## config.mk

```make
export PLATFORM = sky130hd
export DESIGN_NAME = rst_seq_ctrl
export DESIGN_NICKNAME = d
export VERILOG_FILES = /design/src/rtl/rst_seq_ctrl.sv
export SDC_FILE = /design/constraint.sdc
export NUM_CORES = 1
export LEC_CHECK = 0
export CORE_ASPECT_RATIO = 1.2
export CORE_MARGIN = 1.5
export CORE_UTILIZATION = 58
export CTS_BUF_LIST = sky130_fd_sc_hd__clkbuf_8
export DETAILED_ROUTE_END_ITERATION = 16
export MAX_ROUTING_LAYER = met4
export PLACE_DENSITY_LB_ADDON = 0.12
export SKIP_CTS_REPAIR_TIMING = 1
export SYNTH_ARGS = -nofsm -noshare
export SYNTH_HDL_FRONTEND = slang
export SYNTH_SLANG_ARGS = --single-unit
export TNS_END_PERCENT = 30
```

## constraint.sdc

```tcl
create_clock -name clk -period 3.3 [get_ports clk]
set_input_delay 0.66 -clock clk [delete_from_list [all_inputs] [get_ports clk]]
set_output_delay 0.66 -clock clk [all_outputs]
set_load 0.01 [all_outputs]
```

## src/rtl/rst_seq_ctrl.sv

```systemverilog
// Reset sequencer: qualifies clock-generator lock, then releases peripheral and core resets in order.
// Optional lock-wait watchdog is built when RST_SEQ_LOCK_WDOG_EN is defined.
module rst_seq_ctrl #(
  parameter int unsigned SYNC_STAGES        = 2,
  parameter int unsigned LOCK_STABLE_CYCLES = 16,
  parameter int unsigned SEQ_GAP            = 4,
  parameter int unsigned SW_RST_CYCLES      = 8,
  parameter int unsigned CNT_W              = 8,
  parameter int unsigned WDOG_CYCLES        = 1024
) (
  input  logic             clk,
  input  logic             resetn,
  input  logic             locked,
  input  logic             sw_rst_req,
  output logic             rstn_periph,
  output logic             rstn_core,
  output logic             rst_busy,
  output logic [CNT_W-1:0] lock_lost_cnt,
  output logic             lock_timeout
);

  localparam int unsigned STAB_W = (LOCK_STABLE_CYCLES > 1) ? $clog2(LOCK_STABLE_CYCLES) : 1;
  localparam int unsigned GAP_W  = (SEQ_GAP > 1) ? $clog2(SEQ_GAP) : 1;
  localparam int unsigned SW_W   = (SW_RST_CYCLES > 1) ? $clog2(SW_RST_CYCLES) : 1;

  localparam logic [STAB_W-1:0] STAB_LAST = STAB_W'(LOCK_STABLE_CYCLES - 1);
  localparam logic [GAP_W-1:0]  GAP_LAST  = GAP_W'(SEQ_GAP - 1);
  localparam logic [SW_W-1:0]   SW_LAST   = SW_W'(SW_RST_CYCLES - 1);

  if (SYNC_STAGES < 2 || LOCK_STABLE_CYCLES < 1 || SEQ_GAP < 1 ||
      SW_RST_CYCLES < 1 || CNT_W < 1 || WDOG_CYCLES < 1) begin : g_param_check
    $error("rst_seq_ctrl: parameter out of range");
  end

  typedef enum logic [1:0] {
    WAIT_LOCK,
    GAP,
    RUN,
    SW_RST
  } state_e;

  state_e              state_q, state_d;
  logic [SYNC_STAGES-1:0] sync_q;
  logic                locked_s;
  logic [STAB_W-1:0]   stab_q, stab_d;
  logic [GAP_W-1:0]    gap_q, gap_d;
  logic [SW_W-1:0]     sw_q, sw_d;
  logic                periph_q, periph_d;
  logic                core_q, core_d;
  logic                busy_q;
  logic [CNT_W-1:0]    cnt_q, cnt_d;

  assign locked_s = sync_q[SYNC_STAGES-1];

  always_comb begin
    state_d  = state_q;
    stab_d   = stab_q;
    gap_d    = gap_q;
    sw_d     = sw_q;
    periph_d = periph_q;
    core_d   = core_q;
    cnt_d    = cnt_q;
    unique case (state_q)
      WAIT_LOCK: begin
        periph_d = 1'b0;
        core_d   = 1'b0;
        if (!locked_s) begin
          stab_d = '0;
        end else if (stab_q == STAB_LAST) begin
          periph_d = 1'b1;
          gap_d    = '0;
          state_d  = GAP;
        end else begin
          stab_d = stab_q + STAB_W'(1);
        end
      end
      GAP: begin
        if (!locked_s) begin
          periph_d = 1'b0;
          core_d   = 1'b0;
          stab_d   = '0;
          gap_d    = '0;
          state_d  = WAIT_LOCK;
        end else if (gap_q == GAP_LAST) begin
          core_d  = 1'b1;
          state_d = RUN;
        end else begin
          gap_d = gap_q + GAP_W'(1);
        end
      end
      RUN: begin
        // Lock loss takes priority over a coincident software request.
        if (!locked_s) begin
          periph_d = 1'b0;
          core_d   = 1'b0;
          stab_d   = '0;
          state_d  = WAIT_LOCK;
          if (cnt_q != '1) cnt_d = cnt_q + CNT_W'(1);
        end else if (sw_rst_req) begin
          periph_d = 1'b0;
          core_d   = 1'b0;
          sw_d     = '0;
          state_d  = SW_RST;
        end
      end
      SW_RST: begin
        periph_d = 1'b0;
        core_d   = 1'b0;
        if (!locked_s || sw_q == SW_LAST) begin
          stab_d  = '0;
          state_d = WAIT_LOCK;
        end else begin
          sw_d = sw_q + SW_W'(1);
        end
      end
      default: state_d = WAIT_LOCK;
    endcase
  end

  always_ff @(posedge clk or negedge resetn) begin
    if (!resetn) begin
      sync_q   <= '0;
      state_q  <= WAIT_LOCK;
      stab_q   <= '0;
      gap_q    <= '0;
      sw_q     <= '0;
      periph_q <= 1'b0;
      core_q   <= 1'b0;
      busy_q   <= 1'b1;
      cnt_q    <= '0;
    end else begin
      sync_q   <= {sync_q[SYNC_STAGES-2:0], locked};
      state_q  <= state_d;
      stab_q   <= stab_d;
      gap_q    <= gap_d;
      sw_q     <= sw_d;
      periph_q <= periph_d;
      core_q   <= core_d;
      busy_q   <= ~core_d;
      cnt_q    <= cnt_d;
    end
  end

  assign rstn_periph   = periph_q;
  assign rstn_core     = core_q;
  assign rst_busy      = busy_q;
  assign lock_lost_cnt = cnt_q;

`ifdef RST_SEQ_LOCK_WDOG_EN
  localparam int unsigned WDOG_W = $clog2(WDOG_CYCLES + 1);

  logic [WDOG_W-1:0] wdog_q, wdog_d;
  logic              timeout_q, timeout_d;

  // Count restarts on every entry into WAIT_LOCK and saturates at the limit.
  always_comb begin
    wdog_d    = wdog_q;
    timeout_d = timeout_q;
    if (state_d == WAIT_LOCK && state_q != WAIT_LOCK) begin
      wdog_d = '0;
    end else if (state_q == WAIT_LOCK && wdog_q != WDOG_W'(WDOG_CYCLES)) begin
      wdog_d = wdog_q + WDOG_W'(1);
      if (wdog_d == WDOG_W'(WDOG_CYCLES)) timeout_d = 1'b1;
    end
  end

  always_ff @(posedge clk or negedge resetn) begin
    if (!resetn) begin
      wdog_q    <= '0;
      timeout_q <= 1'b0;
    end else begin
      wdog_q    <= wdog_d;
      timeout_q <= timeout_d;
    end
  end

  assign lock_timeout = timeout_q;
`else
  assign lock_timeout = 1'b0;
`endif

endmodule
```

-- Word level (Yosys, flattened, before mapping)
Index checks and enable logic that the tools add are counted.
- flip-flop bits (word level): 24
- bits of input ports: 4
- output and inout bits: 12
- logic and storage cells: 80
- $add $sub $neg: 4
- equality and inequality tests: 19
- muxes and demuxes: 33
- bitwise operators: 2
- reduce and logical (&&, ||, !) cells: 13
- operators by type and width (operator ; count):
    2-bit 2-to-1 mux ; 11
    4-bit 2-to-1 mux ; 4
    2-bit inequality test (second input constant) ; 8
    3-bit inequality test (second input constant) ; 4
    4-bit one-hot mux with 3 select lines ; 1
    1-bit 2-to-1 mux ; 9
    3-bit 2-to-1 mux ; 3
    8-bit by 1-bit adder with 8-bit output (second input constant) ; 1
    8-bit inequality test (second input constant) ; 1
    2-bit one-hot mux with 4 select lines ; 1
    4-bit AND reduction ; 2
    2-bit equality test (second input constant) ; 3
    3-bit one-hot mux with 2 select lines ; 1
    3-bit AND reduction ; 2
    5-bit AND reduction ; 1
    4-bit by 1-bit adder with 4-bit output (second input constant) ; 1
    4-bit equality test (second input constant) ; 1
    1-bit one-hot mux with 4 select lines ; 1
    2-bit one-hot mux with 2 select lines ; 1
    2-bit nonzero test ; 2
    2-bit OR reduction ; 2
    3-bit by 1-bit adder with 3-bit output (second input constant) ; 1
    3-bit equality test (second input constant) ; 1
    1-bit one-hot mux with 3 select lines ; 1
    7 further kinds ; 8

-- Logic depth before layout (Yosys ltp)
Gate-level depths: netlist (run 1).
- depth after elaboration: 5
- depth in mapped cells: 6
- gate-level depth less buffers: 6

-- Least setup slack after synthesis (run 1)
No wires, ideal clock.
- kind: register to register
- start point: register state_q[0]
- end point: register state_q[0]
- library setup time: 0.119 ns
- data arrival time: 1.504 ns
- data required time: 3.181 ns
- setup slack: 1.678 ns
- stages on the path, launching flop included: 7
- path buffers: 0
- clock period less this slack: 1.622 ns
- cell sequence: dfrtp_1 -> inv_1 -> ha_1 -> nor2b_1 -> or3_4 -> o21a_1 -> o21a_1
- word-level cells in the longest chain between the ends: 3
- elaborated cells between the ends (all ways): 11
- those cells by class: eq/ne (8); mux (1); reduce/logical (2)
- RTL lines (what ; line ; source):
    start: declaration ; 42 ; state_e state_q, state_d;
    start signal: assignment ; 133 ; state_q <= state_d;
    2-bit by 1-bit equality test with 1-bit output (tied with other cells) ; 63 ; unique case (state_q)
    3-bit inequality test (no source line) or 2-bit inequality test (tied branches) ; n/a ;
    5-bit AND reduction (no source line) ; n/a ;
Several ways; a longest one is shown, not always the timed one.
A chain may end at the register's enable or synchronous reset.

-- Final worst setup path (run 1)
- start point: register cnt_q[2], in the netlist lock_lost_cnt[2]
- end point: output port lock_lost_cnt[2]
- RTL lines (what ; line ; source):
    start: declaration ; 51 ; logic [CNT_W-1:0] cnt_q, cnt_d;
    start signal: assignment ; 140 ; cnt_q <= cnt_d;
    end: declaration ; 18 ; output logic [CNT_W-1:0] lock_lost_cnt,
No word-level cell between the ends.

==> results of run 1 <==
registers in the layout (all words and copies together), names as in the netlist:
name	cells
sw_q	3
state_q	2
rst_busy	1
rstn_periph	1
gap_q	2
rstn_core	1
stab_q	4
sync_q	2
lock_lost_cnt	8
synth_stat cells (2+ instances only):
| cell | n |
|---|---|
| dfrtp_1 | 23 |
| o21ai_0 | 17 |
| nand2_1 | 13 |
| ha_1 | 9 |
| a21oi_1 | 8 |
| nand3_1 | 7 |
| inv_1 | 6 |
| nor2_1 | 4 |
| nor3_1 | 4 |
| xor2_1 | 4 |
| and4_1 | 3 |
| nand4_1 | 3 |
| o22ai_1 | 3 |
| a21boi_0 | 2 |
| a31oi_1 | 2 |
| and3_1 | 2 |
| buf_4 | 2 |
| nand2b_1 | 2 |
| nor2b_1 | 2 |
| o21a_1 | 2 |
per-layer routing:
metal  track usage [%]  routed length (um)  vias up
met1             25.47                1161      514
li1                  -                   -      517
met5                 -                   0        -
met2             44.21                1426       37
met4             8.095                  37        0
met3             3.247                 117        7
final cells by class:
cell class                 count  area (sq um)
clock inverter                 1         3.754
timing repair buffer          15         147.6
multi-input combinational    102         668.1
inverter                       6         22.52
tap                           30         37.54
fill                         165         571.8
sequential                    24         601.8
clock buffer                   3         41.29
cells by family after synthesis:
logic type / share of synthesized area (%)
and+or+nand+nor: 20.61
muxes: 0.8587
adders and majority gates: 8.588
buffers and inverters: 3.148
xor gates and xnor gates: 2.671
other: 0.2860
AOI/OAI and AO/OA: 17.94
DFF: 45.90
metrics by stage:
step | worst slack [ps] | total power, mW
after floorplan | 1678 | 0.5456
after global placement | 1274 | 0.6065
after detailed placement | 1246 | 0.6194
after CTS | 1331 | 0.7918
after global routing | 1286 | 0.8482
final | 1331 | 0.7950
path summary, 6_finish.rpt:
path | startpoint | end | slack [ps] | depth (start not counted)
setup / recovery | lock_lost_cnt[2] | lock_lost_cnt[2] | 1330 | 1
hold / removal | sync_q[0] | sync_q[1] | 360 | 0
setup reg to reg | state_q[0] | lock_lost_cnt[3] | 1480 | 6
hold reg to reg | sync_q[0] | sync_q[1] | 360 | 0
max in group asynchronous | resetn | rst_busy | 2260 | 2
min in group asynchronous | resetn | sw_q[2] | 750 | 2
power groups by stage:
stage	Sequential, mW	Combinational [mW]	Clock (mW)
after global placement	0.369	0.237	0
after floorplan	0.365	0.181	0
after CTS	0.366	0.250	0.175
final	0.367	0.253	0.175
after detailed placement	0.371	0.248	0
after global routing	0.372	0.288	0.188
==> reports/metrics.csv, run 1 <==
stage,metric,value,unit
layout,Layout Cell Area excl Fill,0.001523,sq mm
drt,vias,1075,
synthesis,Async SR Flop Fraction,100.0,%
sta,Clock Skew,5.982,ps
synthesis,post-synth top area cell,dfrtp_1,
synthesis,"Avg Cell Area, Syn",9.713,sq um
synthesis,Synth Flop Type,dfrtp_1,
synthesis,post-synth net total,148,
critical_path,WP data arrival,1310,ps
place,placer congestion estimate,0.8545,
layout,share of cells above drive strength 1,7.947,%
sta,post-route minimum period,1969,ps
synthesis,mapped cell area,0.001311,sq mm
power,Seq pwr share,46.2,%
power,Pint,522.6,uW
place,I/O Buffers,14,
drt,Via density,5.939,
clocking,Clock Pin Slew Worst Setup and Hold Paths,80,ps
critical_path,worst path bufs/invs,1,
layout,# diodes,0,
power,leakage,0.6753,nW
clocking,CTS sink count,24,
clocking,TritonCTS buffer count,3,
sta,RSZ-0062 raised after global routing,no,
sta,setup violators final,0,
layout,fin cells,181,
sta,"Slew Viols, Final",0,
critical_path,crit path launch type,flip-flop,
global_route,first-pass GRT wire length,4222,um
sta,f_max,507.9,MHz
synthesis,cell count after synthesis,135,
job,Max-Cap Viols,0,
place,placed insts,177,
synthesis,synth unique cells,37,
critical_path,worst-path fanout max,7,
power,maximum vdd drop,0.0004058,V
drt,Pre-antenna DRT Iters,4,
sta,Hold WS,361.6,ps
synthesis,"EDFF count, synth",0,
critical_path,Crit path max-delay family,buffers and inverters,
floorplan,Core ar.,0.002095,sq mm
critical_path,CP endpoint kind,output pin,
floorplan,IO Pins,16,
floorplan,die footprint,0.002556,sq mm
floorplan,Die Height,55.09,um
drt,Post-Route WL,2742,um
sta,period utilization,59.66,%
layout,"commonest non-fill, non-tap cell in the layout",dfrtp_1,
drt,DRT antenna net count,0,
power,clock share of power,22.0,%
drt,drc violations,0,
power,Logic pwr share,31.8,%
clocking,clk root buf,clkbuf_8,
layout,nets,165,
layout,Finished Core Util,72.70,%
power,sw frac,34.26,%
outcome,outcome,"complete, no violations",
floorplan,starting density of the core,62.60,%
floorplan,# rows,18,
global_route,GRT overflow,0,
global_route,Tot GR Track Use,23.80,%
drt,WL/cell,15.15,um
floorplan,die width,46.41,um
synthesis,synth top area cells,"dfrtp_1 (44%), ha_1 (8.6%), o21ai_0 (6.5%)",
synthesis,Synth top area share,43.89,%
power,Net Sw Power,272.4,uW
sta,final setup TNS,0,ps
synthesis,post-synthesis sequential area ratio,45.90,%
place,placed instance area,0.001478,sq mm
place,DP HPWL,1966,um
layout,most frequent cells in the layout,"dfrtp_1 (23), o21ai_0 (17), clkdlybuf4s50_1 (14), nand2_1 (13), ha_1 (9)",
layout,area grow syn2layout,16.13,%
synthesis,register bit total from synthesis,24,
clocking,CTS tree,yes,
global_route,largest net degree at the start of global routing,25,
critical_path,slowest cell delay on critical path,580,ps
power,pwr dens,522.1,mW/mm^2
critical_path,"Cell Chain, Critical Path",clkdlybuf4s50_1,
critical_path,CP max stage cell,clkdlybuf4s50_1,
drt,iteration-0 DRC count of the detailed router,30,
clocking,H-tree depth,1,
synthesis,total number of yosys warnings,0,
worst_hold_path,Hold Crit Class,reg -> reg,
global_route,vias in the first global route,1024,
critical_path,Setup CP Type,reg -> out,
global_route,initial antenna violation count,0,
clocking,clock insertion delay at the later pin of the skew report,270,ps
clocking,Max clock buf depth,2,
sta,final hold vios,0,
critical_path,Critical Path RT,2640,ps
No activity file was read; power rests on OpenSTA's default activity.
==> run 2, diff against run 1 <==
Settings changed: CORE_UTILIZATION 58 to 57.
Clock period 3.3 ns to 2.05 ns, I/O delays scaled along.
==> reports/metrics.csv, run 2 (same netlist as run 1, synthesis figures left out) <==
stage,metric,value,unit,change
clocking,CTS tree,yes,,
drt,drc violations,0,,unchanged
clocking,H-tree depth,1,,unchanged
worst_hold_path,hold_sp,sync_q[0],,
sta,Clock Skew,6.236,ps,+0.2538 ps
clocking,Max clock buf depth,2,,unchanged
clocking,Clock Pin Slew Worst Setup and Hold Paths,80,ps,about the same
layout,fin cells,182,,+0.55%
power,leakage,0.6801,nW,+0.71%
sta,Hold WS,357.9,ps,-3.692 ps
power,pwr dens,837.8,mW/mm^2,+60%
layout,nets,166,,+0.61%
floorplan,starting density of the core,61.94,%,-0.67 points
place,placed insts,178,,+0.56%
outcome,outcome,"complete, no violations",,
place,placer congestion estimate,0.7843,,-8.2%
drt,Post-Route WL,2537,um,-7.5%
floorplan,die width,46.79,um,+0.82%
critical_path,Reg2Reg Setup Slack,270,ps,-1210 ps
critical_path,R2R depth,5,,-1
sta,setup violators final,0,,unchanged
drt,WL/cell,13.94,um,-8.0%
sta,f_max,561.9,MHz,
critical_path,Setup CP Type,reg -> reg,,
global_route,initial antenna violation count,0,,unchanged
global_route,GRT overflow,0,,unchanged
global_route,first-pass GRT wire length,4629,um,+9.6%
global_route,vias in the first global route,1086,,+6.1%
clocking,clock insertion delay at the later pin of the skew report,270,ps,about the same
sta,period utilization,86.81,%,
floorplan,Die Height,55.54,um,+0.83%
critical_path,r2r startpoint,state_q[0],,
worst_hold_path,WHS Endpoint,sync_q[1],,
layout,Fillers,184,,+12%
clocking,CTS sink count,24,,unchanged
power,maximum vdd drop,0.0006697,V,+65%
floorplan,Core ar.,0.002117,sq mm,+1.1%
sta,final setup TNS,0,ps,unchanged
clocking,TritonCTS buffer count,3,,unchanged
drt,iteration-0 DRC count of the detailed router,34,,+13%
floorplan,die footprint,0.002598,sq mm,+1.7%
sta,final hold vios,0,,unchanged
critical_path,CP endpoint kind,flip-flop,,
place,DP HPWL,1903,um,-3.2%
layout,max reg flops,8,,unchanged
global_route,Tot GR Track Use,24.41,%,+0.62 points
job,Max-Cap Viols,0,,unchanged
floorplan,# rows,18,,unchanged
layout,"commonest non-fill, non-tap cell in the layout",dfrtp_1,,
place,I/O Buffers,14,,unchanged
layout,# diodes,0,,unchanged
global_route,largest net degree at the start of global routing,25,,unchanged
worst_hold_path,Hold Crit Class,reg -> reg,,
layout,most frequent cells in the layout,"dfrtp_1 (23), o21ai_0 (17), clkdlybuf4s50_1 (14), nand2_1 (13), ha_1 (9)",,
layout,area grow syn2layout,16.70,%,
drt,vias,1082,,+0.65%
sta,RSZ-0062 raised after global routing,no,,
drt,Via density,5.945,,about the same
drt,Pre-antenna DRT Iters,4,,unchanged
critical_path,Critical Path RT,2220,ps,-420 ps
critical_path,R2R Path End,state_q[0],,
worst_hold_path,Hold Path Depth,0,,unchanged
sta,"Slew Viols, Final",0,,unchanged
critical_path,worst-path fanout max,14,,+7
drt,DRT antenna net count,0,,unchanged
floorplan,IO Pins,16,,unchanged
layout,share of cells above drive strength 1,8.553,%,+0.61 points
critical_path,crit path launch type,flip-flop,,
sta,post-route minimum period,1780,ps,
critical_path,WP data arrival,1950,ps,+640 ps
clocking,clk root buf,clkbuf_8,,
==> run 2: cell count changes in the layout (fill, tap and decap cells not counted), sizes merged <==
cell / before / now
buf: 1 / 2
==> run 2: area by class of cell <==
class,count,area [sq um],share of cell area [%]
inverters,6,22.52,1.472
well taps,30,37.54,2.453
flip-flops and latches,24,601.8,39.33
clock inverters,1,3.754,0.2453
repair buffers,16,155.1,10.14
clock buffers,3,41.29,2.698
multi-input cells,102,668.1,43.66
==> run 2: worst max-delay path by stage <==
stage	from	end	slack, ps	cells past startpoint
floorplan	state_q[0]	state_q[0]	430	6
global placement	sw_rst_req	state_q[0]	280	5
detailed placement	sw_rst_req	state_q[0]	240	5
CTS	state_q[0]	lock_lost_cnt[3]	270	6
global route	state_q[0]	lock_lost_cnt[3]	110	6
finish	state_q[0]	state_q[0]	270	5
==> run 2: through the flow <==
stage	total power, mW	area (sq um)	utilization (%)	setup WS [ps]
2_1_floorplan	0.8783	1311	-	427.5
3_3_place_gp	0.9824	1485	70.15	283.1
3_5_place_dp	0.9995	1485	70.15	244.5
4_1_cts	1.278	1530	72.28	273.4
5_1_grt	1.369	1530	72.28	113.4
6_report	1.282	1530	72.28	270.4
==> run 2: where the power goes <==
group,internal (mW),total [mW],switching (mW)
clock,0.134,0.289,0.155
sequential,0.530,0.585,0.0544
combinational,0.177,0.408,0.231
==> run 2: critical path, cell delays in order (launching register included) <==
cell	delay [ps]
dfrtp_1	400
inv_1	110
ha_1	440
a21boi_0	440
o21ai_0	160
o21a_1	120
==> run 2: routing by layer <==
layer  vias up  part of all wire [%]  track usage (%)  wire [um]
met1       529                    43            30.45       1088
met5         -                     0                -          0
met3         5                   3.3            3.922         83
met4         0                   1.6            8.730         40
met2        23                    52            38.94       1324
li1        525                     -                -          -
==> run 3, diff against run 2 <==
Settings changed: CORE_MARGIN 1.5 to not set.
==> reports/metrics.csv, run 3 (same netlist as run 1, synthesis figures left out) <==
stage,metric,value,unit,change
sta,period utilization,86.57,%,-0.24 points
critical_path,Reg2Reg Setup Slack,280,ps,about the same
power,leakage,0.6801,nW,unchanged
sta,Hold WS,355.6,ps,-2.272 ps
critical_path,CP max stage cell,a21boi_0,,
worst_hold_path,WHS Endpoint,sync_q[1],,
critical_path,r2r startpoint,state_q[1],,
global_route,first-pass GRT wire length,4112,um,-11%
sta,final hold vios,0,,unchanged
floorplan,IO Pins,16,,unchanged
critical_path,Critical Path RT,2200,ps,-20 ps
critical_path,slowest cell delay on critical path,440,ps,about the same
clocking,CTS tree,yes,,
floorplan,# rows,18,,unchanged
critical_path,R2R depth,5,,unchanged
critical_path,CP endpoint kind,flip-flop,,
sta,"Slew Viols, Final",0,,unchanged
power,maximum vdd drop,0.0006006,V,-10%
critical_path,R2R Path End,state_q[0],,
floorplan,die width,45.79,um,-2.1%
critical_path,Setup CP Type,reg -> reg,,
layout,most frequent cells in the layout,"dfrtp_1 (23), o21ai_0 (17), clkdlybuf4s50_1 (14), nand2_1 (13), ha_1 (9)",,
clocking,clock insertion delay at the later pin of the skew report,270,ps,about the same
worst_hold_path,Hold Path Depth,0,,unchanged
layout,# diodes,0,,unchanged
layout,share of cells above drive strength 1,8.553,%,unchanged
floorplan,Die Height,54.54,um,-1.8%
clocking,CTS sink count,24,,unchanged
clocking,H-tree depth,1,,unchanged
global_route,largest net degree at the start of global routing,25,,unchanged
job,Max-Cap Viols,0,,unchanged
floorplan,Core ar.,0.002117,sq mm,unchanged
sta,RSZ-0062 raised after global routing,no,,
critical_path,worst path bufs/invs,1,,unchanged
layout,Fillers,178,,-3.3%
place,placer congestion estimate,0.8080,,+3.0%
clocking,clk root buf,clkbuf_8,,
floorplan,starting density of the core,61.94,%,unchanged
clocking,TritonCTS buffer count,3,,unchanged
layout,nets,166,,unchanged
clocking,Clock Pin Slew Worst Setup and Hold Paths,90,ps,about the same
place,I/O Buffers,14,,unchanged
critical_path,"Cell Chain, Critical Path","inv_1, ha_1, a21boi_0, o21ai_0, o21a_1",,
layout,area grow syn2layout,16.70,%,unchanged
sta,final setup TNS,0,ps,unchanged
drt,WL/cell,13.79,um,-1.1%
worst_hold_path,Hold Crit Class,reg -> reg,,
sta,setup violators final,0,,unchanged
drt,Via density,5.780,,-2.8%
critical_path,Crit path max-delay family,compound AO/OA/AOI/OAI gates,,
global_route,initial antenna violation count,0,,unchanged
global_route,vias in the first global route,1021,,-6.0%
drt,DRT antenna net count,0,,unchanged
sta,Clock Skew,10.44,ps,+4.203 ps
drt,iteration-0 DRC count of the detailed router,11,,-68%
critical_path,worst-path fanout max,14,,unchanged
drt,Post-Route WL,2510,um,-1.1%
global_route,GRT overflow,0,,unchanged
drt,vias,1052,,-2.8%
global_route,Tot GR Track Use,23.75,%,-0.66 points
layout,"commonest non-fill, non-tap cell in the layout",dfrtp_1,,
clocking,Max clock buf depth,2,,unchanged
layout,max reg flops,8,,unchanged
floorplan,die footprint,0.002497,sq mm,-3.9%
worst_hold_path,hold_sp,sync_q[0],,
critical_path,crit path launch type,flip-flop,,
drt,Pre-antenna DRT Iters,4,,unchanged
critical_path,WP data arrival,1930,ps,-20 ps
power,pwr dens,829.3,mW/mm^2,-1.0%
sta,f_max,563.5,MHz,+0.28%
outcome,outcome,"complete, no violations",,
sta,post-route minimum period,1775,ps,-4.971 ps
drt,drc violations,0,,unchanged
place,DP HPWL,1895,um,-0.42%
[run 3: cell counts in the layout (fill, tap and decap cells not counted)]
No cell type changed its count.
[run 3: metrics by stage]
step	util [%]	area (sq um)	cells	power [mW]	setup WS, ps
5_1_grt	72.28	1530	182	1.360	44.57
3_3_place_gp	70.15	1485	178	0.9801	276.2
4_1_cts	72.28	1530	182	1.276	272.5
2_1_floorplan	-	1311	135	0.8783	427.5
6_report	72.28	1530	182	1.269	275.3
3_5_place_dp	70.15	1485	178	1.001	254.3
[run 3: metal layers]
metal | track usage, % | routed length, um
met5 | - | 0
met4 | 8.824 | 25
met3 | 3.630 | 89
met2 | 43.33 | 1308
met1 | 25.69 | 1086
[run 3: how the worst max path moves through the flow]
stage | start | endpoint | depth (start not counted)
global placement | sw_rst_req | state_q[0] | 5
floorplan | state_q[0] | state_q[0] | 6
CTS | state_q[1] | state_q[0] | 5
finish | state_q[1] | state_q[0] | 5
global route | state_q[0] | state_q[0] | 5
detailed placement | sw_rst_req | state_q[0] | 5
[run 3: report_power, final]
group          switching (mW)  leakage (nW)  internal [mW]
sequential             0.0558         0.318          0.531
clock                   0.144        0.0269          0.134
combinational           0.227         0.335          0.178
total                   0.427         0.680          0.842
[run 3: worst register-to-register path, delay by kind of cell (launching register included)]
family	cells	cell delay, ps
flip-flops	1	400
buffers and inverters	1	100
adder cells (fa/ha/maj)	1	420
AO/OA/AOI/OAI	3	730
[run 3: final cells by class]
type | count | area (sq um) | share of cell area [%]
clock inverter | 1 | 3.754 | 0.2453
clock buffer | 3 | 41.29 | 2.698
sequential | 24 | 601.8 | 39.33
inverter | 6 | 22.52 | 1.472
timing repair buffer | 16 | 155.1 | 10.14
multi-input combinational | 102 | 668.1 | 43.66
tap | 30 | 37.54 | 2.453
